`config.mk`:
```
export PLATFORM = sky130hd
export DESIGN_NAME = reg_addr_arbiter
export DESIGN_NICKNAME = d
export VERILOG_FILES = /design/src/rtl/reg_addr_arbiter.sv
export SDC_FILE = /design/constraint.sdc
export NUM_CORES = 1
export LEC_CHECK = 0
export CAP_MARGIN = 20
export CORE_MARGIN = 4
export CORE_UTILIZATION = 35
export CTS_CLUSTER_SIZE = 40
export DETAILED_ROUTE_END_ITERATION = 6
export GPL_TIMING_DRIVEN = 0
export PLACE_DENSITY = 0.65
export SLEW_MARGIN = 20
export SYNTH_ARGS = -nofsm -noshare
export SYNTH_HDL_FRONTEND = slang
export SYNTH_SLANG_ARGS = --single-unit
export TNS_END_PERCENT = 10
```
`constraint.sdc`:
```
create_clock -name CLK -period 1.9 [get_ports CLK]
set_clock_uncertainty 0.05 [all_clocks]
set_input_delay 0.19 -clock CLK [delete_from_list [all_inputs] [get_ports CLK]]
set_output_delay 0.19 -clock CLK [all_outputs]
set_load 0.01 [all_outputs]
```
`src/rtl/reg_addr_arbiter.sv`:
```
// ---------------------------------------------------------------------------
// reg_addr_arbiter
//
// Shares the register-address path that feeds BUFFER_5_BIT between two
// requesters: requester 0 is the DLX core and requester 1 is the sharpening
// engine. One requester owns the path per tenure. Each accepted beat of the
// owner is registered onto ADDR_OUT with ADDR_VLD and OWNER. Ownership
// alternates round-robin. While the other side is waiting, a tenure is capped
// at MAX_HOLD accepted beats.
//
// Parameters
//   ADDR_W    address width (register index)
//   MAX_HOLD  max accepted beats per tenure while the other requester waits
//
// Ports
//   CLK       single clock, rising edge
//   RESET     synchronous, active-high reset
//   REQ0      core request / beat valid
//   ADDR0     core register address
//   LAST0     core final beat of its burst (qualified by REQ0)
//   REQ1      engine request / beat valid
//   ADDR1     engine register address
//   LAST1     engine final beat of its burst (qualified by REQ1)
//   GNT0      core owns the path (registered)
//   GNT1      engine owns the path (registered)
//   ADDR_OUT  registered address of the last accepted beat
//   ADDR_VLD  ADDR_OUT carries a beat accepted in the previous cycle
//   OWNER     source of the current ADDR_OUT beat (0 = core, 1 = engine)
// ---------------------------------------------------------------------------
module reg_addr_arbiter #(
    parameter int ADDR_W   = 5,
    parameter int MAX_HOLD = 8
) (
    input  logic              CLK,
    input  logic              RESET,
    input  logic              REQ0,
    input  logic [ADDR_W-1:0] ADDR0,
    input  logic              LAST0,
    input  logic              REQ1,
    input  logic [ADDR_W-1:0] ADDR1,
    input  logic              LAST1,
    output logic              GNT0,
    output logic              GNT1,
    output logic [ADDR_W-1:0] ADDR_OUT,
    output logic              ADDR_VLD,
    output logic              OWNER
);

    // The hold counter only has to reach MAX_HOLD-1, where it saturates.
    localparam int CNT_W = (MAX_HOLD > 1) ? $clog2(MAX_HOLD) : 1;
    localparam logic [CNT_W-1:0] HOLD_LIMIT = CNT_W'(MAX_HOLD - 1);

    typedef enum logic [1:0] {
        IDLE = 2'd0,
        OWN0 = 2'd1,
        OWN1 = 2'd2
    } state_t;

    state_t            state;
    state_t            state_nxt;
    logic              rr_ptr;
    logic              rr_ptr_nxt;
    logic [CNT_W-1:0]  hold_cnt;
    logic [CNT_W-1:0]  hold_cnt_nxt;

    logic              own_req;
    logic              own_last;
    logic              other_req;
    logic              accept;
    logic              accept_src;
    logic [ADDR_W-1:0] accept_addr;
    logic              tenure_end;

    // Grants decode directly from the state register, so they are registered.
    // They cannot both be high because the states are exclusive.
    assign GNT0 = (state == OWN0);
    assign GNT1 = (state == OWN1);

    // Map the owner's and the waiting side's signals onto neutral names.
    // This lets the tenure-end rule be written once for both owners.
    // In IDLE nobody owns the path, so no beat can be accepted.
    always_comb begin
        own_req     = 1'b0;
        own_last    = 1'b0;
        other_req   = 1'b0;
        accept_src  = 1'b0;
        accept_addr = ADDR0;
        case (state)
            OWN0: begin
                own_req     = REQ0;
                own_last    = LAST0;
                other_req   = REQ1;
                accept_src  = 1'b0;
                accept_addr = ADDR0;
            end
            OWN1: begin
                own_req     = REQ1;
                own_last    = LAST1;
                other_req   = REQ0;
                accept_src  = 1'b1;
                accept_addr = ADDR1;
            end
            default: begin
            end
        endcase
    end

    // A tenure ends in any of three cases. The owner may drop its request.
    // The owner may flag the last beat of its burst. The owner may use up
    // its hold budget while the other side waits. A saturated counter makes
    // the forced release happen on the very beat the other side starts
    // waiting, even after a long solo stream.
    assign accept     = own_req;
    assign tenure_end = (state != IDLE) &&
                        (!own_req || own_last || (other_req && (hold_cnt == HOLD_LIMIT)));

    // Next-state logic. On a tenure end, the path hands over directly to a
    // waiting requester with no idle cycle between owners.
    always_comb begin
        state_nxt    = state;
        rr_ptr_nxt   = rr_ptr;
        hold_cnt_nxt = hold_cnt;
        case (state)
            IDLE: begin
                if (REQ0 && REQ1) begin
                    state_nxt = rr_ptr ? OWN1 : OWN0;
                end else if (REQ0) begin
                    state_nxt = OWN0;
                end else if (REQ1) begin
                    state_nxt = OWN1;
                end
            end
            OWN0, OWN1: begin
                if (tenure_end) begin
                    rr_ptr_nxt   = (state == OWN0);
                    hold_cnt_nxt = '0;
                    if (other_req) begin
                        state_nxt = (state == OWN0) ? OWN1 : OWN0;
                    end else begin
                        state_nxt = IDLE;
                    end
                end else if (accept && (hold_cnt != HOLD_LIMIT)) begin
                    hold_cnt_nxt = hold_cnt + 1'b1;
                end
            end
            default: begin
                state_nxt = IDLE;
            end
        endcase
    end

    // State and output registers. If reset arrives mid-tenure, the grant is
    // dropped and the beat presented in that cycle is discarded. ADDR_OUT
    // keeps its last value across cycles that have no accepted beat.
    always_ff @(posedge CLK) begin
        if (RESET) begin
            state    <= IDLE;
            rr_ptr   <= 1'b0;
            hold_cnt <= '0;
            ADDR_OUT <= '0;
            ADDR_VLD <= 1'b0;
            OWNER    <= 1'b0;
        end else begin
            state    <= state_nxt;
            rr_ptr   <= rr_ptr_nxt;
            hold_cnt <= hold_cnt_nxt;
            ADDR_VLD <= accept;
            if (accept) begin
                ADDR_OUT <= accept_addr;
                OWNER    <= accept_src;
            end
        end
    end

endmodule

```
## After elaboration in Yosys (flattened, before gate mapping)

Index checks and enable logic that the tools add are counted.

| storage, ports and cells | value |
|---|---|
| register bits after elaboration | 13 |
| input port bits | 16 |
| output and inout port bits | 9 |
| logic and storage cells | 42 |

| cells by class | value |
|---|---|
| add/sub/neg operators | 1 |
| equal/unequal tests | 6 |
| multiplexer cells | 15 |
| reductions and logical operators | 14 |

Operators by type and width:

| cell | number |
|---|---|
| two-way mux 2 bit | 7 |
| two-way mux 3 bit | 2 |
| case mux 1 bit (2 select lines) | 3 |
| AND reduction 2 bit | 3 |
| two-way mux 5 bit | 1 |
| logical AND 1 bit | 4 |
| inequality test 4 bit, second input constant | 1 |
| case mux 2 bit (2 select lines) | 1 |
| nonzero test 2 bit | 2 |
| adder 3 x 1 -> 3 bit, second input constant | 1 |
| equality test 3 bit, second input constant | 1 |
| inequality test 3 bit, second input constant | 1 |
| equality test 2 x 1 -> 1 bit, second input constant | 1 |
| equality test 2 bit, second input constant | 1 |
| logical NOT 2 bit | 1 |
| logical OR 1 bit | 2 |
| inequality test 2 bit, second input constant | 1 |
| OR reduction 2 bit | 1 |
| logical NOT 1 bit | 1 |
| two-way mux 1 bit | 1 |

## Longest topological paths before layout

Gate-level depths: netlist of the first run.

| depth | value |
|---|---|
| depth in word-level cells | 8 |
| gate-level depth with buffers | 8 |
| mapped depth without buffers | 7 |

## Worst setup path after synthesis of the first run

No wires, ideal clock.

| timing path | value |
|---|---|
| kind | register to register |
| from | register state[0] |
| to | register state[1] |
| library setup time | 121 ps |
| arrival time | 1,632 ps |
| data required time | 1,729 ps |
| path slack | 97 ps |
| cell stages (with the launch flop) | 9 |
| path buffers | 1 |
| period minus slack after synthesis | 1,803 ps |
| path through | dfxtp_1 -> inv_1 -> ha_1 -> buf_6 -> a22o_2 -> nand3_1 -> nand3_1 -> nand2_1 -> mux2_2 |

| between the ends | value |
|---|---|
| longest elaborated chain between the ends | 8 |
| elaborated cells on any way between the ends | 20 |
| those cells by class | eq/ne: 4; mux: 7; reduce/logical: 9 |

RTL lines:

| item | RTL line | source |
|---|---|---|
| from (decl) | 59 | `state_t state;` |
| from (signal assigned) | 164 | `state <= state_nxt;` |
| equality test 2 bit * | - |  |
| named net GNT1 | 43 | `output logic GNT1,` |
| case mux 1 bit (2 select lines) | 88 | `case (state)` |
| logical NOT 1 bit | 115 | `(!own_req \|\| own_last \|\| (other_req && (hold_cnt == HOLD_LIMIT)));` |
| logical OR 1 bit (2 in series) | 115 |  |
| logical AND 1 bit | 114 | `assign tenure_end = (state != IDLE) &&` |
| inequality test 2 bit (no line) | - |  |
| AND reduction 2 bit (no line) | - |  |

The timed path passes the listed nets; every way through them passes the cells marked *. The select of a mux whose other input is x is not followed.
A chain may end at the register's enable or synchronous reset.

## Final worst setup path of the first run

| timing path | value |
|---|---|
| from | register state[1] |
| to | register state[1] |

| between the ends | value |
|---|---|
| longest elaborated chain between the ends | 8 |
| elaborated cells on any way between the ends | 20 |
| those cells by class | eq/ne: 4; mux: 7; reduce/logical: 9 |

RTL lines:

| item | RTL line |
|---|---|
| equality test 2 bit or equality test 2 x 1 -> 1 bit (tied branches) | 88, 123, 138 |
| case mux 1 bit (2 select lines) | 88 |
| logical NOT 1 bit | 115 |
| logical OR 1 bit (2 in series) | 115 |
| logical AND 1 bit | 114 |
| inequality test 2 bit (no line) | - |
| AND reduction 2 bit (no line) | - |

Several ways; a longest one is shown, not always the timed one. The select of a mux whose other input is x is not followed.

==> results.md, run 1 <==
* Net Sw Frac at 0.392
* WL per Instance at 12.6 um
* Worst-path clk slew at 80 ps
* F_max at 0.555 GHz
* Reg2Reg Depth at 7
* Sw power at 0.508 mW
* Top cells by count, synth: dfxtp_1, nor2_1, mux2i_1
* Sequential cell area fraction in the yosys report at 0.333
* CP peak stage delay at 400 ps
* P_int at 0.787 mW
* Largest net degree at the start of global routing at 11
* Total gr overflow at 0
* Dominant synthesized flop cell: dfxtp_1
* Clock root cell: clkbuf_4
* RSZ-0062 raised after global routing: true
* Critical path data required time at 2010 ps
* H-tree levels at 1
* Area contributors post-synth: dfxtp_1, ha_1, mux2i_1, nor2_1, a211oi_1
* Leak pwr at 0.419 nW
* Unique masters post-synth at 31
* Post-synth ARST share at 0
* Hold EP: hold_cnt[1]$_SDFFE_PP0P_
* CP cell instances: inv_1, ha_2, inv_1, a21oi_4, nand3_2, nand2_2, mux2_2
* Arrival @ worst endpoint at 1910 ps
* Syn_nets at 107
* HPWL after DPL at 1320 um
* Drt initial violations at 8
* Final setup fails at 0
* CTS tree: done
* PortBufs at 24
* R2R Path End: state[1]$_SDFFE_PP0P_
* WHS Path Cells at 2
* Final min period at 1800 ps
* Share of the synthesized area in the top cell type at 0.333
* Placed Area at 1050 um2
* # DRC at 0
* Top routing layer used: met4
* Gate Count Post-Synth at 85
* DRT Wirelength at 1800 um
* Clk buf depth at 2
* Top cell family by delay on the critical path: adder cells
* Cts bufs inserted at 3
* Clk network pwr share at 0.127
* Top Ports at 25
* Die width at 55.2 um
* Final hold violation count at 0
* RePlAce Congestion at 0.758
* Total track usage at 0.111
* Worst-margin pin slew at 405 ps
* Crit Path Category: reg2reg
* Post-CTS Hold Fix Bufs at 0
* Final ANT Viol Nets at 0
* Core ar. at 2040 um2
* Detail Route met2 WL at 864 um
* Number of global-route vias before repair at 690
* Synth warn at 0
* First-pass GRT wire length at 2800 um
* CP max FO at 6
* Reg2reg setup slack at 100 ps
* Initial Util at 0.382
* Router iterations before antenna repair at 4
* Flop pwr share at 0.282
* Met1 WL at 760 um
* CP most frequent cell: inv_1
* HP Start: hold_cnt[1]$_SDFFE_PP0P_
* N_diodes at 0
* Die Ht at 55.2 um
* Clock Latency Late Sink at 270 ps
* Synth Cell Area at 781 um2
* Met3 WL post-DR at 156 um
* CTS Sinks at 13
* Worst r2r src: state[1]$_SDFFE_PP0P_
* Capturing element type of the critical path: flip-flop
* PD cells at 1110 nW/um2
* Filler instances at 205
* Peak VDD IR at 0.559 mV
* Slew headroom at 0.730
* CP Buf/Inv Count at 2
* Fin crit share at 0.948
* Num rows at 16
* Area Overhead vs Synth at 49.0%
* Post-Syn Area per Cell at 9.19 um2
* Crit-path slowest cell: ha_2
* Outcome: finished, final reports clean
* Cell taking the most area after synthesis: dfxtp_1
* Final core area utilization at 0.570
* CP startpoint kind: flip-flop
* DR vias at 719
* Worst hold path type: reg2reg
* Routed vias/inst at 5.06
* Nets@finish at 138
* Die area at 3050 um2
* Combinational power share at 0.591
* Layout cells sized above 1 at 0.235
* Initial antenna violation count at 0
* Count of flip-flops with a built-in enable after synthesis at 0
* Count leader, synth: dfxtp_1
* Max-slew violation count at 0
* Layout Cell Area excl Fill at 1160 um2
* Seq cells post-synth at 13
* Max-cap viol count at 0
worst register-to-register path: cells and delay by family, from the launching register on:
kind	cells	cell delay (ps)
adder cells (fa/ha/maj)	1	400
multiplexers	1	330
buffers and inverters	2	190
flip-flops	1	340
AO/OA/AOI/OAI	1	200
AND/OR/NAND/NOR	2	180
layout make-up:
| cell class | count | area (um2) | share of cell area |
|---|---|---|---|
| clock buffer | 4 | 26.3 | 0.0226 |
| buffer | 4 | 33.8 | 0.0290 |
| sequential | 13 | 265 | 0.228 |
| inverter | 5 | 18.8 | 0.0161 |
| tap | 27 | 33.8 | 0.0290 |
| multi-input combinational | 63 | 531 | 0.456 |
| timing repair buffer | 26 | 255 | 0.219 |
worst max path at each step:
stage                     depth (start not counted)                        to                   from
after floorplan                                   8     state[1]$_SDFFE_PP0P_  state[0]$_SDFFE_PP0P_
after global placement                            8     state[1]$_SDFFE_PP0P_  state[0]$_SDFFE_PP0P_
after detailed placement                          8     state[1]$_SDFFE_PP0P_  state[0]$_SDFFE_PP0P_
after CTS                                         8     state[1]$_SDFFE_PP0P_  state[1]$_SDFFE_PP0P_
after global routing                              7  hold_cnt[1]$_SDFFE_PP0P_  state[1]$_SDFFE_PP0P_
final                                             7     state[1]$_SDFFE_PP0P_  state[1]$_SDFFE_PP0P_
per-stage QoR:
stage / power (mW) / TNS (ps) / instances / setup WS [ps] / hold slack (ps)
detailed placement: 1.02 / 0 / 136 / 3.96 / 418
CTS: 1.19 / 0 / 140 / 28.5 / 430
global route: 1.40 / -45.4 / 142 / -21.4 / 458
global placement: 1.01 / 0 / 136 / 47.1 / 406
finish: 1.30 / 0 / 142 / 99.4 / 427
floorplan: 0.822 / 0 / 85 / 96.9 / 315
logic make-up (layout without fill, tap and decap cells):
family,count (synthesis),in the layout,share of synthesized area
AND/OR/NAND/NOR,29,29,0.189
AO/OA/AOI/OAI,19,19,0.207
flip-flops,13,13,0.333
multiplexers,9,9,0.119
buffers and inverters,9,39,0.0561
adder cells (fa/ha/maj),6,6,0.0962
layout by cell type, fill, tap and decap left out, types with 2 or more instances in the layout:
master | Yosys | final
buf_6 | 1 | 2
clkbuf_1 | 1 | 2
ha_2 | 0 | 2
nand2_2 | 2 | 3
nand3_2 | 0 | 2
inv_1 | 5 | 4
clkbuf_4 | 0 | 4
buf_4 | 0 | 2
clkdlybuf4s50_1 | 0 | 24
nor2_1 | 11 | 11
nand2_1 | 4 | 3
a21oi_1 | 2 | 2
nor3_1 | 3 | 3
a211oi_1 | 5 | 5
dfxtp_1 | 13 | 11
nand2b_1 | 3 | 3
mux2i_1 | 7 | 7
ha_1 | 6 | 3
o2bb2ai_1 | 3 | 3
state kept, by name, summed over array words and instances, names as in the netlist:
register and cells:
rr_ptr 1, OWNER 1, state 2, ADDR_VLD 1
hold_cnt 3, ADDR_OUT 5
power groups by stage:
| stage | combinational (mW) | sequential, mW | clock (mW) |
|---|---|---|---|
| global placement | 0.659 | 0.354 | 0 |
| global route | 0.844 | 0.372 | 0.187 |
| detailed placement | 0.667 | 0.356 | 0 |
| CTS | 0.670 | 0.353 | 0.171 |
| finish | 0.765 | 0.365 | 0.165 |
| floorplan | 0.457 | 0.364 | 0 |
metal layers:
metal  GRT usage  vias up
li1            -      367
met1       0.120      330
met2       0.186       20
met3      0.0420        2
met4      0.0590        0
met5           0        -
what timing repair did:
| action | 4_1_cts | 5_1_grt |
|---|---|---|
| setup buffers | 0 | 2 |
| setup endpoints to repair | 2 | 8 |
| pin swaps | 0 | 3 |
| gates resized for setup | 1 | 18 |
Power figures use the tool's default switching activity.
==> inputs of run 2 (changes only) <==
--- a/config.mk
+++ b/config.mk
@@ -6,10 +6,12 @@
 export NUM_CORES = 1
 export LEC_CHECK = 0
 export CAP_MARGIN = 20
+export CORE_ASPECT_RATIO = 0.6
 export CORE_MARGIN = 4
 export CORE_UTILIZATION = 35
 export CTS_CLUSTER_SIZE = 40
 export DETAILED_ROUTE_END_ITERATION = 6
+export GPL_ROUTABILITY_DRIVEN = 1
 export GPL_TIMING_DRIVEN = 0
 export PLACE_DENSITY = 0.65
 export SLEW_MARGIN = 20
==> results.md, run 2 (same netlist as run 1, synthesis figures left out) <==
* Leak pwr at 0.424 nW
* Setup TNS at 0 ps
* Die width at 69.0 um
* N_diodes at 0
* CP max FO at 9
* HP Start: hold_cnt[1]$_SDFFE_PP0P_
* Num rows at 12
* Layout Cell Area excl Fill at 1140 um2
* Die Ht at 44.6 um
* DR vias at 707
* Capturing element type of the critical path: flip-flop
* Nets@finish at 137
* Final min period at 1800 ps
* Worst-margin pin slew at 487 ps
* Routed vias/inst at 4.98
* RePlAce Congestion at 0.782
* Pre-CTS setup slack at 13.1 ps
* F_max at 0.556 GHz
* CP startpoint kind: flip-flop
* Final core area utilization at 0.574
* Cts bufs inserted at 3
* Post-CTS Hold Fix Bufs at 0
* Critical path data required time at 1970 ps
* Worst hold path type: reg2reg
* Most frequent cells in the layout: clkdlybuf4s50_1, dfxtp_1, nor2_1, mux2i_1
* Final setup fails at 0
* Max reg flops at 5
* Peak VDD IR at 0.605 mV
* CP startpoint: state[1]$_SDFFE_PP0P_
* First-pass GRT wire length at 2800 um
* Max-slew violation count at 0
* Clock Latency Late Sink at 240 ps
* Area Overhead vs Synth at 45.8%
* Largest net degree at the start of global routing at 11
* Layout Cells excl Fill at 142
* H-tree levels at 1
* DRT Wirelength at 1810 um
* CP Capture Point: state[0]$_SDFFE_PP0P_
* Number of global-route vias before repair at 618
* Number of cells in the design after placement at 137
* Top Ports at 25
* Reg2reg setup slack at 100 ps
* Core ar. at 1980 um2
* Reg2Reg Depth at 8
* Fin crit share at 0.946
* HPWL after DPL at 1400 um
* # DRC at 0
* Initial Util at 0.394
* PortBufs at 24
* Die area at 3080 um2
* Max-cap viol count at 0
* Clk buf depth at 2
* CTS Sinks at 13
* Final worst-path setup slack at 103 ps
* Final hold violation count at 0
* Layout cells sized above 1 at 0.184
* CTS tree: done
* Total power at 1.29 mW
* Initial antenna violation count at 0
* Slew headroom at 0.676
* PD cells at 1140 nW/um2
* Biggest regs: ADDR_OUT: 5 flops, hold_cnt: 3 flops, state: 2 flops
* Placed Area at 1060 um2
* Crit Path Category: reg2reg
* Worst r2r src: state[1]$_SDFFE_PP0P_
* Final ANT Viol Nets at 0
* Arrival @ worst endpoint at 1870 ps
* Largest reg by FF count: ADDR_OUT
* Most common cell after layout, fill and taps aside: clkdlybuf4s50_1
* Clock root cell: clkbuf_8
* Total track usage at 0.127
* WL per Instance at 12.8 um
* Hold WS at 422 ps
* R2R Path End: state[0]$_SDFFE_PP0P_
* Router iterations before antenna repair at 4
* Outcome: finished, final reports clean
* Worst-path clk slew at 50 ps
* Total gr overflow at 0
* Drt initial violations at 62
-- run 2: per-layer routing --
| metal | up-vias | part of all wire | GRT usage |
|---|---|---|---|
| li1 | 368 | - | - |
| met1 | 316 | 0.50 | 0.168 |
| met2 | 21 | 0.41 | 0.180 |
| met3 | 2 | 0.078 | 0.0584 |
| met4 | 0 | 0.0077 | 0.0465 |
| met5 | - | 0 | 0 |
-- run 2: how the worst min path moves through the flow --
stage | to | slack, ps | cells past startpoint
2_1_floorplan | hold_cnt[0]$_SDFFE_PP0P_ | 310 | 2
3_3_place_gp | hold_cnt[1]$_SDFFE_PP0P_ | 410 | 2
3_5_place_dp | hold_cnt[1]$_SDFFE_PP0P_ | 420 | 2
4_1_cts | hold_cnt[1]$_SDFFE_PP0P_ | 430 | 2
5_1_grt | hold_cnt[1]$_SDFFE_PP0P_ | 460 | 2
6_report | hold_cnt[1]$_SDFFE_PP0P_ | 420 | 2
-- run 2: cell type report --
| type | instances | area (um2) |
|---|---|---|
| sequential | 13 | 263 |
| buffer | 4 | 27.5 |
| fill | 192 | 843 |
| multi-input combinational | 63 | 502 |
| tap | 28 | 35.0 |
| timing repair buffer | 25 | 248 |
| inverter | 5 | 18.8 |
| clock buffer | 4 | 45.0 |
-- run 2: worst max-delay path: stages, from the launching register on --
cell     delay, ps
dfxtp_2        340
inv_1           70
ha_1           200
buf_4          180
a22o_2         260
nand3_2         90
nand3_1         70
nand2_1        100
mux2_1         320
-- run 2: power by group --
part	internal [mW]	leakage (nW)	switching [mW]
sequential	0.326	0.106	0.0294
clock	0.148	0.0228	0.0946
combinational	0.330	0.295	0.366
-- run 2: timing repair --
| item | in CTS | in global routing |
|---|---|---|
| setup buffers | 0 | 1 |
| setup endpoints to repair | 0 | 6 |
| resized for setup | 0 | 9 |
==> inputs of run 3 (changes only) <==
--- a/config.mk
+++ b/config.mk
@@ -9,6 +9,7 @@
 export CORE_ASPECT_RATIO = 0.6
 export CORE_MARGIN = 4
 export CORE_UTILIZATION = 35
+export CTS_BUF_LIST = sky130_fd_sc_hd__clkbuf_4
 export CTS_CLUSTER_SIZE = 40
 export DETAILED_ROUTE_END_ITERATION = 6
 export GPL_ROUTABILITY_DRIVEN = 1
==> results.md, run 3 (same netlist as run 1, synthesis figures left out) <==
* Max reg flops at 5
* CTS tree: done
* Max-slew violation count at 0
* Combinational power share at 0.565
* Final ANT Viol Nets at 0
* Core ar. at 1980 um2
* Outcome: finished, final reports clean
* Total track usage at 0.127
* Arrival @ worst endpoint at 1910 ps
* Capturing element type of the critical path: flip-flop
* Largest net degree at the start of global routing at 11
* Top Ports at 25
* Final core area utilization at 0.567
* F_max at 0.555 GHz
* Crit Path Category: reg2reg
* CP startpoint kind: flip-flop
* Total gr overflow at 0
* Reg2reg setup slack at 100 ps
* Final min period at 1800 ps
* Worst-path clk slew at 80 ps
* Number of global-route vias before repair at 619
* DR vias at 710
* Clock Latency Late Sink at 270 ps
* Num rows at 12
* First-pass GRT wire length at 2820 um
* Die area at 3080 um2
* Layout cells sized above 1 at 0.193
* Router iterations before antenna repair at 4
* Hold WS at 426 ps
* Max-cap viol count at 0
* CTS Sinks at 13
* Worst-margin pin slew at 483 ps
* Die Ht at 44.6 um
* Final setup fails at 0
* DRT Wirelength at 1810 um
* Final hold violation count at 0
* H-tree levels at 1
* Drt initial violations at 52
* Biggest regs: ADDR_OUT: 5 flops, hold_cnt: 3 flops, state: 2 flops
* Clock root cell: clkbuf_4
* PortBufs at 24
* WL per Instance at 12.8 um
* Fin crit share at 0.948
* Clk network pwr share at 0.147
* Die width at 69.0 um
* # DRC at 0
* P_int at 0.752 mW
* Largest reg by FF count: ADDR_OUT
* Initial antenna violation count at 0
* Slew headroom at 0.678
* Filler instances at 193
* Peak VDD IR at 0.486 mV
* Setup TNS at 0 ps
* Initial Util at 0.394
* Routed vias/inst at 5.00
* Area Overhead vs Synth at 43.9%
* Sw power at 0.481 mW
* PD cells at 1100 nW/um2
* Critical path data required time at 2010 ps
* RePlAce Congestion at 0.782
* CP max FO at 9
* Nets@finish at 137
* Flop pwr share at 0.288
* N_diodes at 0
* Cts bufs inserted at 3
* Most common cell after layout, fill and taps aside: clkdlybuf4s50_1
* Net Sw Frac at 0.390
* Worst hold path type: reg2reg
* HPWL after DPL at 1400 um
* Most frequent cells in the layout: clkdlybuf4s50_1, dfxtp_1, nor2_1, mux2i_1
* Clk buf depth at 2
* Leak pwr at 0.419 nW
==> run 3: cell counts in the layout (fill, tap and decap cells not counted) <==
No cell type changed its count.
==> run 3: final timing paths <==
path / start / end / cells after the start
worst max-delay path: state[1]$_SDFFE_PP0P_ / state[0]$_SDFFE_PP0P_ / 8
worst min-delay path: hold_cnt[1]$_SDFFE_PP0P_ / hold_cnt[1]$_SDFFE_PP0P_ / 2
worst max register to register: state[1]$_SDFFE_PP0P_ / state[0]$_SDFFE_PP0P_ / 8
worst min register to register: hold_cnt[1]$_SDFFE_PP0P_ / hold_cnt[1]$_SDFFE_PP0P_ / 2
==> run 3: area by class of cell <==
| class | count | area (um2) | area share |
|---|---|---|---|
| timing repair buffer | 25 | 248 | 0.220 |
| sequential | 13 | 263 | 0.234 |
| clock buffer | 4 | 30.0 | 0.0267 |
| multi-input combinational | 63 | 502 | 0.447 |
| buffer | 4 | 27.5 | 0.0245 |
| inverter | 5 | 18.8 | 0.0167 |
| tap | 28 | 35.0 | 0.0312 |
==> run 3: per-layer routing <==
layer  global-route usage  share of wire  up-vias
li1                     -              -      367
met1                0.168           0.50      317
met2                0.180           0.42       24
met3               0.0584          0.078        2
met4               0.0465         0.0077        0
met5                    0              0        -
==> run 3: critical path, cell delays in order (launching register included) <==
cell     delay (ps)
dfxtp_2         340
inv_1            70
ha_1            200
buf_4           180
a22o_2          260
nand3_2          90
nand3_1          70
nand2_1         100
mux2_1          320
==> run 3: timing repair <==
action | in CTS | in global routing
hold buffers | 0 | 0
endpoints found under the setup margin | 1 | 7
buffers inserted | 0 | 1
pin swaps | 0 | 2
gates resized for setup | 1 | 8
==> run 3: through the flow <==
stage                     instances  instance area (um2)  setup slack [ps]  total power, mW
after global routing            142                 1120             -17.0             1.32
after CTS                       141                 1090              15.1             1.21
after detailed placement        137                 1060              13.1             1.02
final                           142                 1120              98.4             1.23
after global placement          137                 1060              46.1             1.01
after floorplan                  85                  781              96.9            0.822
==> run 3: power groups by stage <==
stage	logic [mW]	clock network (mW)	registers [mW]
5_1_grt	0.750	0.212	0.362
6_report	0.696	0.182	0.355
3_3_place_gp	0.654	0	0.355
4_1_cts	0.665	0.195	0.353
2_1_floorplan	0.457	0	0.364
3_5_place_dp	0.662	0	0.358
